File: config.mk
export PLATFORM = sky130hd
export DESIGN_NAME = vga_timing_gen_flat
export DESIGN_NICKNAME = d
export VERILOG_FILES = /design/src/rtl/vga_if.sv /design/src/rtl/vga_timing_gen.sv /design/src/flat_wrapper.sv
export SDC_FILE = /design/constraint.sdc
export NUM_CORES = 1
export LEC_CHECK = 0
export ABC_AREA = 1
export ABC_CLOCK_PERIOD_IN_PS = 2000
export BUFFER_PORTS_ARGS = -buffer_cell sky130_fd_sc_hd__buf_4
export CAP_MARGIN = 5
export CORE_UTILIZATION = 55
export CTS_CLUSTER_DIAMETER = 50
export DETAILED_ROUTE_END_ITERATION = 10
export PLACE_DENSITY = 0.84
export SYNTH_ARGS = -nofsm -noshare
export SYNTH_HDL_FRONTEND = slang
export SYNTH_SLANG_ARGS = --single-unit
File: constraint.sdc
create_clock -name clk -period 2 [get_ports clk]
set_clock_uncertainty 0.05 [all_clocks]
set_input_delay 0 -clock clk [delete_from_list [all_inputs] [get_ports clk]]
set_output_delay 0 -clock clk [all_outputs]
set_load 0.02 [all_outputs]
File: src/rtl/vga_if.sv
// Timing bundle carried from the VGA timing generator to downstream pixel stages.
interface vga_if;
  logic [10:0] hcount;
  logic [10:0] vcount;
  logic        hsync;
  logic        vsync;
  logic        hblnk;
  logic        vblnk;

  modport out (output hcount, vcount, hsync, vsync, hblnk, vblnk);
  modport in  (input  hcount, vcount, hsync, vsync, hblnk, vblnk);
endinterface

File: src/rtl/vga_timing_gen.sv
// VGA raster timing generator: free-running h/v counters with registered
// sync, blanking and frame-start flags that are aligned to the counts they describe.
module vga_timing_gen #(
  parameter int   H_VISIBLE = 1024,
  parameter int   H_FP      = 24,
  parameter int   H_SYNC    = 136,
  parameter int   H_BP      = 160,
  parameter int   V_VISIBLE = 768,
  parameter int   V_FP      = 3,
  parameter int   V_SYNC    = 6,
  parameter int   V_BP      = 29,
  parameter logic SYNC_POL  = 1'b0
) (
  input  logic clk,
  input  logic rst,
  input  logic en,
  vga_if.out   vout,
  output logic frame_start
);

  localparam int H_TOTAL = H_VISIBLE + H_FP + H_SYNC + H_BP;
  localparam int V_TOTAL = V_VISIBLE + V_FP + V_SYNC + V_BP;

  localparam logic [10:0] H_LAST     = 11'(H_TOTAL - 1);
  localparam logic [10:0] V_LAST     = 11'(V_TOTAL - 1);
  localparam logic [10:0] HB_START   = 11'(H_VISIBLE);
  localparam logic [10:0] HS_START   = 11'(H_VISIBLE + H_FP);
  localparam logic [10:0] HS_END     = 11'(H_VISIBLE + H_FP + H_SYNC);
  localparam logic [10:0] VB_START   = 11'(V_VISIBLE);
  localparam logic [10:0] VS_START   = 11'(V_VISIBLE + V_FP);
  localparam logic [10:0] VS_END     = 11'(V_VISIBLE + V_FP + V_SYNC);

  logic [10:0] h_cnt;
  logic [10:0] v_cnt;
  logic [10:0] h_next;
  logic [10:0] v_next;
  logic        hsync_r;
  logic        vsync_r;
  logic        hblnk_r;
  logic        vblnk_r;

  always_comb begin
    h_next = h_cnt + 11'd1;
    v_next = v_cnt;
    if (h_cnt == H_LAST) begin
      h_next = '0;
      v_next = (v_cnt == V_LAST) ? 11'd0 : v_cnt + 11'd1;
    end
  end

  // Flags are decoded from the next count so they land on the same edge as it.
  always_ff @(posedge clk) begin
    if (rst) begin
      h_cnt       <= '0;
      v_cnt       <= '0;
      hblnk_r     <= 1'b0;
      vblnk_r     <= 1'b0;
      hsync_r     <= ~SYNC_POL;
      vsync_r     <= ~SYNC_POL;
      frame_start <= 1'b0;
    end else if (en) begin
      h_cnt       <= h_next;
      v_cnt       <= v_next;
      hblnk_r     <= (h_next >= HB_START);
      vblnk_r     <= (v_next >= VB_START);
      hsync_r     <= ((h_next >= HS_START) && (h_next < HS_END)) ? SYNC_POL : ~SYNC_POL;
      vsync_r     <= ((v_next >= VS_START) && (v_next < VS_END)) ? SYNC_POL : ~SYNC_POL;
      frame_start <= (h_next == 11'd0) && (v_next == 11'd0);
    end else begin
      frame_start <= 1'b0;
    end
  end

  assign vout.hcount = h_cnt;
  assign vout.vcount = v_cnt;
  assign vout.hsync  = hsync_r;
  assign vout.vsync  = vsync_r;
  assign vout.hblnk  = hblnk_r;
  assign vout.vblnk  = vblnk_r;

endmodule

File: src/flat_wrapper.sv
// flat-port wrapper written by rule: the top's interface ports become plain ports
module vga_timing_gen_flat 
#(
  parameter int   H_VISIBLE = 1024,
  parameter int   H_FP      = 24,
  parameter int   H_SYNC    = 136,
  parameter int   H_BP      = 160,
  parameter int   V_VISIBLE = 768,
  parameter int   V_FP      = 3,
  parameter int   V_SYNC    = 6,
  parameter int   V_BP      = 29,
  parameter logic SYNC_POL  = 1'b0
)
  (clk, rst, en, frame_start, vout_hcount, vout_vcount, vout_hsync, vout_vsync, vout_hblnk, vout_vblnk);
  vga_if vout_i ();
  input  logic clk;
  input  logic rst;
  input  logic en;
  output logic frame_start;
  output wire logic [$bits(vout_i.hcount)-1:0] vout_hcount;
  output wire logic [$bits(vout_i.vcount)-1:0] vout_vcount;
  output wire logic [$bits(vout_i.hsync)-1:0] vout_hsync;
  output wire logic [$bits(vout_i.vsync)-1:0] vout_vsync;
  output wire logic [$bits(vout_i.hblnk)-1:0] vout_hblnk;
  output wire logic [$bits(vout_i.vblnk)-1:0] vout_vblnk;
  assign vout_hcount = vout_i.hcount;
  assign vout_vcount = vout_i.vcount;
  assign vout_hsync = vout_i.hsync;
  assign vout_vsync = vout_i.vsync;
  assign vout_hblnk = vout_i.hblnk;
  assign vout_vblnk = vout_i.vblnk;
  vga_timing_gen #(.H_VISIBLE(H_VISIBLE), .H_FP(H_FP), .H_SYNC(H_SYNC), .H_BP(H_BP), .V_VISIBLE(V_VISIBLE), .V_FP(V_FP), .V_SYNC(V_SYNC), .V_BP(V_BP), .SYNC_POL(SYNC_POL)) u_core (.clk(clk), .rst(rst), .en(en), .vout(vout_i), .frame_start(frame_start));
endmodule
==> run_results.csv <==
group,metric,value,unit
worst_setup_path,worstSetupPathType,"register to register",
timing,finalMaxSlewViolations,0,
grt,grt_util_all_layers,29.0,%
worst_setup_path,cp_max_fo,6,
worst_setup_path,worst_ep_required_time,2.23,ns
worst_setup_path,cp_data_arrival_time,2.15,ns
layout,area_delta_synth_final,26.0,%
placement,port_buffers,29,
layout,nNetsFinal,354,
placement,dp_hpwl,3560,um
layout,final_common_cell,"nand2_1",
yosys,syn_area,0.00186,sq mm
worst_setup_path,start_kind,"register",
pwr,p_clk_share,22.0,%
timing,period_share,96.2,%
timing,timing.hold.ws,0.435,ns
drt,drc_errors,0,
clock_tree,clock-sinks,27,
drt,vias,2116,
grt,grt_start_max_net_pins,29,
floorplanning,io_pins,30,
yosys,yosys_warnings,0,
clock_tree,path_clk_slew,0.16,ns
placement,gp_congestion,0.974,
grt,grt_use_met2,51.3,%
pwr,seqPwrFrac,52.9,%
grt,antenna_found_initial,0,
clock_tree,htreeDepth,1,
clock_tree,cts-buffers-inserted,3,
yosys,netlist_instances,300,
yosys,yosysTopAreaCellShare,29.1,%
pwr,power.density,489,mW/mm^2
layout,fillers,255,
status,status,"finished clean",
clock_tree,ctsLongestPathBuffers,2,
timing,period_needed,1.92,ns
timing,max_freq,520,MHz
yosys,ys_top_cells_by_area,"dfxtp_1, nand2_1, nand3_1, inv_1, o21ai_0",
drt,wl,4990,um
flow_run,maxCapViolations,0,
yosys,yosys.cell_types.count,30,
worst_setup_path,endpoint_kind,"register",
layout,drive_gt1_share,25.4,%
drt,wl_per_cell,12.8,um
floorplanning,die_h,60.2,um
layout,antennaDiodeCount,0,
floorplanning,rows,20,
grt,busiest_layer,"met2",
drt,drtIter0Drc,187,
grt,grt_pass1_wl,8000,um
timing,hold_viol,0,
clock_tree,cts_tree,"built",
pwr,switching_share,34.1,%
pwr,power.total,0.00115,W
drt,drtPass1Iterations,4,
clock_tree,cts-root-buf,"clkbuf_4",
timing,setup_viol,0,
pwr,ir_worst_vdd,0.000315,V
timing,worstMarginPinSlew,0.727,ns
grt,globalRouteMet3Util,3.46,%
timing,maxSlewHeadroom,51.5,%
floorplanning,design.core.area,0.00313,sq mm
yosys,syn_nets,307,
yosys,syn_area_per_cell,6.20,sq um
yosys,ys_seq_area_share,29.1,%
grt,grt_pass1_vias,1887,
drt,ant_nets,0,
drt,vias_per_cell,5.43,
yosys,synth-seq-cells,27,
floorplanning,start_util,59.5,%
pwr,leakage,1.11,nW
pwr,power.net_switching,0.000391,W
yosys,yosysTopAreaCell,"dfxtp_1",
pwr,p_int,0.000756,W
pwr,p_comb_share,25.1,%
grt,overflow,0,
floorplanning,die_area,0.00362,sq mm
min_path,hp-class,"register to register",
floorplanning,die_w,60.2,um
layout,final_cell_mix,"nand2_1, buf_4, inv_1",
grt,met1_usage,35.7,%
clock_tree,clk_latency,0.33,ns
-- sequential cells by signal, indices dropped and copies added (netlist names) --
signal	flops
u_core.vout.vsync	1
u_core.vout.vblnk	1
u_core.frame_start	1
u_core.vout.hcount	11
u_core.vout.hsync	1
u_core.vout.vcount	11
u_core.vout.hblnk	1
-- path summary, 6_finish.rpt --
kind | startpoint | end | slack, ns | cells after the start
min reg2reg | u_core.vout.hblnk | u_core.vout.hblnk | 0.44 | 2
max reg2reg | u_core.vout.hcount[0] | u_core.frame_start | 0.08 | 14
max | u_core.vout.hcount[0] | u_core.frame_start | 0.08 | 14
min | u_core.vout.hblnk | u_core.vout.hblnk | 0.44 | 2
-- area by class of cell --
type,instances,area [sq um],area share [%]
clock buffer,3,22.5,0.961
inverter,41,154,6.56
clock inverter,1,5.00,0.213
sequential,27,556,23.7
multi-input combinational,221,1130,48.3
tap,44,55.1,2.35
timing repair buffer,53,419,17.9
-- stage by stage --
stage	TNS (ns)	area [sq um]	worst slack, ns	util, %	instances
5_1_grt	-0.0331	2340	-0.0313	75.0	390
3_5_place_dp	0	2180	0.0158	69.7	376
6_report	0	2340	0.0752	75.0	390
3_3_place_gp	0	2180	0.0779	69.7	376
4_1_cts	0	2230	0.0187	71.4	382
2_1_floorplan	0	1860	0.00917	-	300
-- cell usage after synthesis (all sizes together) --
master	number
inv	40
and2	1
nand2	69
buf	4
o21ai	27
nand4	10
clkinv	1
a21oi	27
o21bai	2
xnor2	1
xor2	2
clkbuf	7
dfxtp	27
nand3b	1
o211ai	2
ha	4
a211oi	1
nand3	32
nor3	2
nor2	40
-- logic make-up (layout without fill, tap and decap cells) --
kind of cell	Yosys count	after routing	share of synthesized area (%)
adder cells (fa/ha/maj)	4	4	2.69
AND/OR/NAND/NOR	155	155	38.5
XOR/XNOR	3	3	1.41
buffers and inverters	52	98	11.4
flip-flops	27	27	29.1
AO/OA/AOI/OAI	59	59	16.9
-- critical path, stage by stage (launching register included) --
cell and delay [ns]:
dfxtp_2 0.39, ha_4 0.15, nand2_1 0.06, nor2_1 0.12, nand2_1 0.10, nor2_4 0.12, buf_6 0.14, nand3_1 0.07
nand2_1 0.10, nand2_2 0.08, nand2_2 0.07, nand2_1 0.06, nor2_2 0.16, nand3b_1 0.10, nor2_1 0.10
-- power by group through the flow --
| stage | clock [W] | combinational (W) | sequential [W] |
|---|---|---|---|
| floorplan | 0 | 0.000138 | 0.000649 |
| global placement | 0 | 0.000269 | 0.000616 |
| global route | 0.000265 | 0.000321 | 0.000612 |
| finish | 0.000252 | 0.000287 | 0.000607 |
| CTS | 0.000250 | 0.000277 | 0.000605 |
| detailed placement | 0 | 0.000273 | 0.000616 |
-- routing by layer --
layer  up-vias  wire length [um]
li1       1065                 -
met1       954              2110
met2        86              2440
met3        11               333
met4         0                96
met5         -                 0
-- what timing repair did --
item / 4_1_cts / 5_1_grt
gates resized for setup: 2 / 16
pin swaps: 0 / 10
gates cloned: 0 / 1
buffers inserted: 0 / 7
hold buffers: 2 / 0
endpoints found under the hold margin: 14 / 0
setup endpoints to repair: 1 / 5
(Power assumes the default switching activity.)
